<file path="src/rtl/queue_status_ctrl_pkg.sv">
// Shared queue helpers: lane popcounts and the reset/flush occupancy value
// used by the queue status controller.
package queue_status_ctrl_pkg;

   localparam int unsigned MaxLanes = 32;

   function automatic int unsigned popcount(input logic [MaxLanes-1:0] vec);
      int unsigned n;
      n = 0;
      for (int unsigned k = 0; k < MaxLanes; k++) begin
         n += {31'd0, vec[k]};
      end
      return n;
   endfunction

   // Number of set bits in eval[lane:0]: the slots lane needs when empty lanes collapse.
   function automatic int unsigned prefix_pop(input int unsigned lane,
                                              input logic [MaxLanes-1:0] eval);
      int unsigned n;
      n = 0;
      for (int unsigned k = 0; k < MaxLanes; k++) begin
         if (k <= lane) n += {31'd0, eval[k]};
      end
      return n;
   endfunction

   function automatic int unsigned reset_usage(input bit init_full, input int unsigned depth);
      return init_full ? depth : 0;
   endfunction

endpackage

</file>
<file path="src/rtl/queue_status_ctrl_if.sv">
// Per-lane enqueue/dequeue handshake between queue users and the status controller.
interface queue_status_ctrl_if #(
   parameter int EnqWidth = 2,
   parameter int DeqWidth = 2
);
   logic [EnqWidth-1:0] enq_eval;
   logic [EnqWidth-1:0] enq_fire;
   logic [EnqWidth-1:0] enq_rdy;
   logic [DeqWidth-1:0] deq_eval;
   logic [DeqWidth-1:0] deq_fire;
   logic [DeqWidth-1:0] deq_vld;

   modport master (
      output enq_eval, enq_fire, deq_eval, deq_fire,
      input  enq_rdy, deq_vld
   );

   modport slave (
      input  enq_eval, enq_fire, deq_eval, deq_fire,
      output enq_rdy, deq_vld
   );
endinterface

</file>
<file path="src/rtl/queue_status_ctrl.sv">
// Queue occupancy tracker: per-lane space/data masks from registered usage, registered
// full/empty/almost-full flags, high-water mark and a sticky fire-outside-mask error.
module queue_status_ctrl
   import queue_status_ctrl_pkg::*;
#(
   parameter int Depth       = 8,
   parameter int EnqWidth    = 2,
   parameter int DeqWidth    = 2,
   parameter bit EnqCollapse = 1'b0,
   parameter bit DeqCollapse = 1'b0,
   parameter bit InitFull    = 1'b0,
   parameter int AfThresh    = Depth - 1,
   parameter bit FatalOnErr  = 1'b1,
   localparam int CntWidth   = $clog2(Depth + 1)
)(
   input  logic                clk,
   input  logic                rstn,
   queue_status_ctrl_if.slave  q_if,
   input  logic                flush_i,
   output logic [CntWidth-1:0] usage_o,
   output logic                full_o,
   output logic                empty_o,
   output logic                almost_full_o,
   output logic [CntWidth-1:0] hwm_o,
   output logic                err_o
);

   localparam logic [CntWidth-1:0] DepthC     = CntWidth'(Depth);
   localparam logic [CntWidth-1:0] ResetUsage = CntWidth'(reset_usage(InitFull, Depth));
   localparam int unsigned         AfU        = AfThresh;
   localparam bit                  AfRst      = (32'(ResetUsage) >= AfU);

   logic [CntWidth-1:0]        r_usage;
   logic [CntWidth-1:0]        r_hwm;
   logic                       r_full;
   logic                       r_empty;
   logic                       r_af;
   logic                       r_err;

   logic [CntWidth-1:0]        w_avail;
   logic [EnqWidth-1:0]        w_enq_rdy;
   logic [DeqWidth-1:0]        w_deq_vld;
   int unsigned                w_enq_cnt;
   int unsigned                w_deq_cnt;
   logic signed [CntWidth+1:0] w_sum;
   logic [CntWidth-1:0]        w_usage_d;
   logic [CntWidth-1:0]        w_hwm_d;
   logic                       w_viol;

   assign w_avail = DepthC - r_usage;

   // Masks look only at registered usage and eval, never at fires.
   always_comb begin
      w_enq_rdy = '0;
      for (int unsigned i = 0; i < EnqWidth; i++) begin
         w_enq_rdy[i] = q_if.enq_eval[i] &
            ((EnqCollapse ? prefix_pop(i, 32'(q_if.enq_eval)) : i + 1) <= 32'(w_avail));
      end
      w_deq_vld = '0;
      for (int unsigned i = 0; i < DeqWidth; i++) begin
         w_deq_vld[i] = q_if.deq_eval[i] &
            ((DeqCollapse ? prefix_pop(i, 32'(q_if.deq_eval)) : i + 1) <= 32'(r_usage));
      end
   end

   assign q_if.enq_rdy = w_enq_rdy;
   assign q_if.deq_vld = w_deq_vld;

   assign w_enq_cnt = popcount(32'(q_if.enq_fire));
   assign w_deq_cnt = popcount(32'(q_if.deq_fire));
   assign w_viol    = (|(q_if.enq_fire & ~w_enq_rdy)) | (|(q_if.deq_fire & ~w_deq_vld));

   // Signed sum with headroom so an illegal fire saturates instead of wrapping.
   always_comb begin
      w_sum = $signed({2'b00, r_usage})
            + $signed((CntWidth+2)'(w_enq_cnt))
            - $signed((CntWidth+2)'(w_deq_cnt));
      if (flush_i) begin
         w_usage_d = ResetUsage;
      end else if (w_sum[CntWidth+1]) begin
         w_usage_d = '0;
      end else if (w_sum > $signed({2'b00, DepthC})) begin
         w_usage_d = DepthC;
      end else begin
         w_usage_d = w_sum[CntWidth-1:0];
      end
      if (flush_i) begin
         w_hwm_d = ResetUsage;
      end else begin
         w_hwm_d = (w_usage_d > r_hwm) ? w_usage_d : r_hwm;
      end
   end

   always_ff @(posedge clk or negedge rstn) begin
      if (!rstn) begin
         r_usage <= ResetUsage;
         r_hwm   <= ResetUsage;
         r_full  <= InitFull;
         r_empty <= !InitFull;
         r_af    <= AfRst;
         r_err   <= 1'b0;
      end else begin
         r_usage <= w_usage_d;
         r_hwm   <= w_hwm_d;
         r_full  <= (w_usage_d == DepthC);
         r_empty <= (w_usage_d == '0);
         r_af    <= (32'(w_usage_d) >= AfU);
         r_err   <= r_err | w_viol;
      end
   end

   always @(posedge clk) begin
      if (FatalOnErr && rstn) begin
         assert (!w_viol)
            else $fatal(1, "queue_status_ctrl: fire outside enq_rdy/deq_vld mask");
      end
   end

   assign usage_o       = r_usage;
   assign hwm_o         = r_hwm;
   assign full_o        = r_full;
   assign empty_o       = r_empty;
   assign almost_full_o = r_af;
   assign err_o         = r_err;

endmodule

</file>
<file path="src/flat_wrapper.sv">
// flat-port wrapper written by rule: the top's interface ports become plain ports
module queue_status_ctrl_flat import queue_status_ctrl_pkg::*;
#(
   parameter int Depth       = 8,
   parameter int EnqWidth    = 2,
   parameter int DeqWidth    = 2,
   parameter bit EnqCollapse = 1'b0,
   parameter bit DeqCollapse = 1'b0,
   parameter bit InitFull    = 1'b0,
   parameter int AfThresh    = Depth - 1,
   parameter bit FatalOnErr  = 1'b1,
   localparam int CntWidth   = $clog2(Depth + 1)
)
  (clk, rstn, flush_i, usage_o, full_o, empty_o, almost_full_o, hwm_o, err_o, q_if_enq_eval, q_if_enq_fire, q_if_deq_eval, q_if_deq_fire, q_if_enq_rdy, q_if_deq_vld);
  queue_status_ctrl_if #(.EnqWidth(EnqWidth), .DeqWidth(DeqWidth)) q_if_i ();
  input  logic clk;
  input  logic rstn;
  input  logic flush_i;
  output logic [CntWidth-1:0] usage_o;
  output logic full_o;
  output logic empty_o;
  output logic almost_full_o;
  output logic [CntWidth-1:0] hwm_o;
  output logic err_o;
  input wire logic [$bits(q_if_i.enq_eval)-1:0] q_if_enq_eval;
  input wire logic [$bits(q_if_i.enq_fire)-1:0] q_if_enq_fire;
  input wire logic [$bits(q_if_i.deq_eval)-1:0] q_if_deq_eval;
  input wire logic [$bits(q_if_i.deq_fire)-1:0] q_if_deq_fire;
  output wire logic [$bits(q_if_i.enq_rdy)-1:0] q_if_enq_rdy;
  output wire logic [$bits(q_if_i.deq_vld)-1:0] q_if_deq_vld;
  assign q_if_i.enq_eval = q_if_enq_eval;
  assign q_if_i.enq_fire = q_if_enq_fire;
  assign q_if_i.deq_eval = q_if_deq_eval;
  assign q_if_i.deq_fire = q_if_deq_fire;
  assign q_if_enq_rdy = q_if_i.enq_rdy;
  assign q_if_deq_vld = q_if_i.deq_vld;
  queue_status_ctrl #(.Depth(Depth), .EnqWidth(EnqWidth), .DeqWidth(DeqWidth), .EnqCollapse(EnqCollapse), .DeqCollapse(DeqCollapse), .InitFull(InitFull), .AfThresh(AfThresh), .FatalOnErr(FatalOnErr)) u_core (.clk(clk), .rstn(rstn), .q_if(q_if_i), .flush_i(flush_i), .usage_o(usage_o), .full_o(full_o), .empty_o(empty_o), .almost_full_o(almost_full_o), .hwm_o(hwm_o), .err_o(err_o));
endmodule
</file>
<file path="config.mk">
export PLATFORM = sky130hd
export DESIGN_NAME = queue_status_ctrl_flat
export DESIGN_NICKNAME = d
export VERILOG_FILES = /design/src/rtl/queue_status_ctrl_pkg.sv /design/src/rtl/queue_status_ctrl_if.sv /design/src/rtl/queue_status_ctrl.sv /design/src/flat_wrapper.sv
export SDC_FILE = /design/constraint.sdc
export NUM_CORES = 1
export LEC_CHECK = 0
export CAP_MARGIN = 5
export CORE_ASPECT_RATIO = 1.75
export CORE_MARGIN = 2
export CORE_UTILIZATION = 44
export CTS_CLUSTER_SIZE = 14
export DETAILED_ROUTE_END_ITERATION = 6
export HOLD_SLACK_MARGIN = 0.15
export PLACE_DENSITY = 0.81
export SETUP_SLACK_MARGIN = 0.02
export SYNTH_ARGS = -nofsm -noshare
export SYNTH_HDL_FRONTEND = slang
export SYNTH_SLANG_ARGS = --single-unit
</file>
<file path="constraint.sdc">
create_clock -name clk -period 4.4 [get_ports clk]
set_clock_uncertainty 0.15 [all_clocks]
set_input_delay 0.44 -clock clk [delete_from_list [all_inputs] [get_ports clk]]
set_output_delay 0.44 -clock clk [all_outputs]
set_load 0.05 [all_outputs]
</file>
# Yosys cells after proc, flatten, opt, wreduce, memory -nomap -nowiden
# Cells that the tools add are included.
dict set report word_totals {
  reg_bits 12
  latchBits 0
  mem_bits_rw 0
  mem_bits_ro 0
  out_inout_bits 16
  mem_count 0
}
dict set report classes {
  n_addsub 5
  multipliers 0
  div 0
  order_cmp 7
  n_eq_ne 1
  shifts 0
  n_mux 5
  n_bitwise 10
  n_reduce_logical 4
}
# operator n
set op_table {}
lappend op_table {{$mux 4} 5}
lappend op_table {{$le 1x4->1 const A} 2}
lappend op_table {{$le 2x4->1 const A} 2}
lappend op_table {{$add 5x6->6} 1}
lappend op_table {{$gt 6x5->1 const B} 1}
lappend op_table {{$sub 6x6->6} 1}
lappend op_table {{$add 1x1->2} 2}
lappend op_table {{$and 1x1->1} 4}
lappend op_table {{$and 2x2->2} 2}
lappend op_table {{$eq 4x4->1 const B} 1}
lappend op_table {{$ge 4x3->1 const B} 1}
lappend op_table {{$gt 4x4->1} 1}
lappend op_table {{$logic_not 4->1} 1}
lappend op_table {{$not 2->2} 2}
lappend op_table {{$reduce_or 2->1} 2}
lappend op_table {{$sub 4x4->4 const A} 1}
lappend op_table {{$or 1x1->1} 2}
lappend op_table {{$reduce_bool 2->1} 1}

# Longest topological paths before layout
dict set report depth {
  depth_word 10
  depth_mapped 19
}

# Worst setup path after synthesis
# Ideal clock, no wire load.
dict set report synth_timing {
  path_type {flip-flop to flip-flop}
  start {reg u_core.r_usage[0] (netlist: u_core.usage_o[0])}
  end {reg u_core.r_hwm[0] (netlist: u_core.hwm_o[0])}
  setup_time_ns 0.128
  arrival_time_ns 4.001
  required_ns 4.122
  setup_slack_ns 0.122
  path_stages_with_launch 19
  n_path_buf 0
  period_less_slack_ns 4.278
  cell_sequence {dfrtp_1 inv_1 ha_1 inv_1 ha_1 inv_1 fa_1 nor2b_4 o31ai_4 xnor2_1 and3b_1 nor3b_1 ha_1 nand2_1 a21o_1 a21oi_1 nand4_1 o31a_1 mux2_1}
}
dict set report synth_between {
  elab_chain_len 8
}
# element line_no
set synth_rtl {}
lappend synth_rtl {{from (decl)} queue_status_ctrl.sv:33} ;# logic [CntWidth-1:0] r_usage;
lappend synth_rtl {{from (signal assigned)} queue_status_ctrl.sv:96} ;# r_usage <= ResetUsage;
lappend synth_rtl {{from (signal assigned)} queue_status_ctrl.sv:103} ;# r_usage <= w_usage_d;
lappend synth_rtl {{$add 5x6->6 *} queue_status_ctrl.sv:76} ;# + $signed((CntWidth+2)'(w_enq_cnt))
lappend synth_rtl {{$sub 6x6->6 *} queue_status_ctrl.sv:77} ;# - $signed((CntWidth+2)'(w_deq_cnt));
lappend synth_rtl {{$gt 6x5->1} queue_status_ctrl.sv:82} ;# end else if (w_sum > $signed({2'b00, DepthC})) begin
lappend synth_rtl {{$mux 4} queue_status_ctrl.sv:82}
lappend synth_rtl {{$mux 4 *} queue_status_ctrl.sv:80} ;# end else if (w_sum[CntWidth+1]) begin
lappend synth_rtl {{$mux 4 *} queue_status_ctrl.sv:78} ;# if (flush_i) begin
lappend synth_rtl {{$gt 4x4->1 / $mux 4 (equally long branches)} queue_status_ctrl.sv:90} ;# w_hwm_d = (w_usage_d > r_hwm) ? w_usage_d : r_hwm;
lappend synth_rtl {{$reduce_bool 2->1 (no source line) / $mux 4 (equally long branches)} --}
lappend synth_rtl {{to (signal assigned)} queue_status_ctrl.sv:97} ;# r_hwm <= ResetUsage;
lappend synth_rtl {{to (signal assigned)} queue_status_ctrl.sv:104} ;# r_hwm <= w_hwm_d;
lappend synth_rtl {{to (decl)} queue_status_ctrl.sv:34} ;# logic [CntWidth-1:0] r_hwm;
# Every way passes the cells marked *; elsewhere a longest branch is shown, timed or not. The select of a mux whose other input is x is not followed.
# A chain may end at the register's enable or synchronous reset.

# Worst setup path after layout
dict set report layout_timing {
  start {in q_if_enq_fire[0]}
  end {reg u_core.r_hwm[0] (netlist: u_core.hwm_o[0])}
}
dict set report layout_between {
  elab_chain_len 9
}
# element line_no
set layout_rtl {}
lappend layout_rtl {{from (decl)} flat_wrapper.sv:26} ;# input wire logic [$bits(q_if_i.enq_fire)-1:0] q_if_enq_fire;
lappend layout_rtl {{$add 1x1->2 *} queue_status_ctrl_pkg.sv:11} ;# n += {31'd0, vec[k]};
lappend layout_rtl {{$add 5x6->6 *} queue_status_ctrl.sv:76}
lappend layout_rtl {{$sub 6x6->6 *} queue_status_ctrl.sv:77}
lappend layout_rtl {{$gt 6x5->1} queue_status_ctrl.sv:82}
lappend layout_rtl {{$mux 4} queue_status_ctrl.sv:82}
lappend layout_rtl {{$mux 4 *} queue_status_ctrl.sv:80}
lappend layout_rtl {{$mux 4 *} queue_status_ctrl.sv:78}
lappend layout_rtl {{$gt 4x4->1 / $mux 4 (equally long branches)} queue_status_ctrl.sv:90}
lappend layout_rtl {{$reduce_bool 2->1 (no source line) / $mux 4 (equally long branches)} --}
# Marked as above.

==> flow_metrics.env <==
export IMPL_status="complete, no violations"
export IMPL_fin_tns_setup_ns=0
export IMPL_syn_num_nets=132
export IMPL_max_freq_mhz=235.4
export IMPL_grt_usage=0.2090
export IMPL_synth_top_cell_by_area="dfrtp_1"
export IMPL_register_area_um2=301.5
export IMPL_grt_pass1_vias=907
export IMPL_period_share=0.9653
export IMPL_final_core_util=0.6516
export IMPL_drt_iter0_markers=16
export IMPL_netlist_area_leader_share=0.2713
export IMPL_slew_headroom=0.6200
export IMPL_dp_hpwl_um=1981
export IMPL_synth_top_cells_by_count="inv_1, ha_1, dfrtp_1"
export IMPL_drt_pass1_iter_count=4
export IMPL_cp_endpoint="u_core.hwm_o[0]"
export IMPL_routed_via_density=5.479
export IMPL_ff2ff_path_depth=17
export IMPL_drv_slew=0
export IMPL_dieArea_um2=2721
export IMPL_final_cells=165
export IMPL_cts_buffers=3
export IMPL_cp_data_arrival_time_ns=4.22
export IMPL_drive_above_1_share=0.2071
export IMPL_place_congestion=0.8519
export IMPL_ys_types=34
export IMPL_fillers=177
export IMPL_crit_path_start="q_if_enq_fire[0]"
export IMPL_critPathLaunchType="input port"
export IMPL_area_delta_synth_final_pct=44.14
export IMPL_async_flop_share=1.000
export IMPL_post_route_min_period_ns=4.247
export IMPL_antenna_found_initial=0
export IMPL_h_tree_depth=1
export IMPL_ys_seq_area_frac=0.2972
export IMPL_max_cap_viol_count=0
export IMPL_finalSetupViolations=0
export IMPL_vdd_drop_max_mv=0.5720
export IMPL_synth_area_um2=1015
export IMPL_die_w_um=40.30
export IMPL_ff2ff_setup_slack_ns=0.41
export IMPL_ys_ff_latch=12
export IMPL_required_ns=4.37
export IMPL_floorplan_initialDensity=0.4521
export IMPL_ant_nets=0
export IMPL_avgSynthCellArea_um2=9.852
export IMPL_leakagePower_uw=0.0007133
export IMPL_grt_overflow=0
export IMPL_hold_viol=0
export IMPL_path_max_fanout=5
export IMPL_dp_slack_ns=-0.2178
export IMPL_vias=904
export IMPL_grt_start_max_net_pins=13
export IMPL_drc_errors=0
export IMPL_coreArea_um2=2245
export IMPL_multiInputGateArea_um2=674.4
export IMPL_fp_dieH_um=67.53
export IMPL_p_per_area_nw_per_um2=877.7
export IMPL_end_kind="register"
export IMPL_path_class="input port to register"
export IMPL_grt_pass1_wl_um=3864
export IMPL_synth_area_leaders="dfrtp_1, ha_1, inv_1, o31a_1, fa_1"
export IMPL_syn_inst=103
export IMPL_clk_latency_ns=0.24
export IMPL_reg2reg_to="u_core.hwm_o[0]"
export IMPL_io_buffers=26
export IMPL_cts_tree="built"
export IMPL_cts_buffer_depth=2
export IMPL_synth_edf_count=0
export IMPL_synth_flop_cell="dfrtp_1"
export IMPL_diodes=0
export IMPL_r2r_start="u_core.usage_o[0]"
export IMPL_yosysMostFrequentCell="inv_1"
export IMPL_placed_cells=160
export IMPL_ios=27
export IMPL_wl_per_cell_um=15.16
export IMPL_layout_nets=170
export IMPL_cts_sinks=12
export IMPL_synth_warnings=0
export IMPL_setup_ws_ns=0.1525
export IMPL_num_rows=23
export IMPL_root_buffer="clkbuf_8"
export IMPL_hp_class="input port to asynchronous set/reset pin"
export IMPL_hold_ws_ns=0.4144
export IMPL_worst_pin_slew_ns=0.5682
export IMPL_clkSlewWorstSetupHoldPaths_ns=0.05
export IMPL_wl_um=2501
-- state kept, by name, summed over array words and instances (netlist names) --
name                  cells
u_core.almost_full_o      1
u_core.empty_o            1
u_core.err_o              1
u_core.full_o             1
u_core.hwm_o              4
u_core.usage_o            4
-- timing repair --
item                                    4_1_cts  5_1_grt
setup buffers                                 0        1
endpoints found under the hold margin         0        0
resized for setup                             2       11
pin swaps                                     0        8
hold buffers                                  0        0
endpoints found under the setup margin        3        3
-- through the flow --
| step | cell area [µm²] | power (µW) |
|---|---|---|
| final | 1463 | 1284 |
| after global routing | 1463 | 1372 |
| after CTS | 1423 | 1226 |
| after detailed placement | 1358 | 1081 |
| after global placement | 1358 | 1057 |
| after floorplan | 1015 | 804.8 |
-- kinds of logic (layout without fill, tap and decap cells) --
group | Yosys count | count (layout) | share of synthesized area
compound gates | 21 | 21 | 0.1714
simple gates | 24 | 24 | 0.1418
flops | 12 | 12 | 0.2972
xor+xnor | 4 | 4 | 0.03453
buf+inv | 20 | 57 | 0.07520
mux | 4 | 4 | 0.04315
fa+ha+maj | 18 | 18 | 0.2367
-- critical path: stages --
cell and delay [ns]:
clkdlybuf4s50_1 0.45, ha_1 0.23, fa_1 0.46, ha_1 0.31, a21o_1 0.18, a21oi_2 0.18, mux2i_1 0.24, and3b_1 0.20
nor3b_2 0.17, buf_4 0.14, ha_1 0.24, nand2_2 0.12, a21o_1 0.12, a21oi_2 0.05, nand4_1 0.08, o31a_1 0.26
mux2_4 0.33
-- cell usage in the layout (no fill, tap or decap), types with 2 or more instances in the layout --
cell type        count
mux2_4               3
ha_1                15
xnor2_1              3
dfrtp_1             11
nor2b_1              3
o31a_1               6
buf_4                9
a21o_1               2
inv_1               18
clkbuf_8             4
nor3_1               2
a21oi_1              3
clkdlybuf4s50_1     24
dlymetal6s2s_1       2
nand2b_1             3
nor2_1               5
a21oi_2              3
-- power by group --
group          internal, µW  total [µW]  switching, µW  leakage (µW)
registers               150         186           35.4      0.000155
clock network          79.0         119           40.2     0.0000288
logic                   427         979            551      0.000530
total                   657        1280            627      0.000713
-- worst min-delay path by stage --
| stage | endpoint | slack, ns | startpoint | depth (start not counted) |
|---|---|---|---|---|
| after floorplan | u_core.almost_full_o | -0.006 | rstn | 0 |
| after global placement | u_core.err_o | 0.43 | u_core.err_o | 3 |
| after detailed placement | u_core.err_o | 0.47 | u_core.err_o | 3 |
| after CTS | u_core.hwm_o[0] | 0.43 | rstn | 1 |
| after global routing | u_core.full_o | 0.46 | rstn | 1 |
| final | u_core.hwm_o[0] | 0.41 | rstn | 1 |
-- final cells by class --
| type | instances | area share |
|---|---|---|
| sequential | 12 | 0.2062 |
| multi-input combinational | 71 | 0.4611 |
| clock buffer | 4 | 0.03764 |
| tap | 25 | 0.02139 |
| inverter | 18 | 0.04619 |
| timing repair buffer | 35 | 0.2275 |
-- layer usage --
metal | up-vias | wire length [µm] | global-route usage
met5 | - | 0 | 0
li1 | 432 | - | -
met1 | 434 | 847 | 0.1874
met4 | 0 | 57 | 0.09583
met2 | 30 | 1510 | 0.4194
met3 | 8 | 86 | 0.01645
Note: power is estimated with default switching activity, not from simulation.
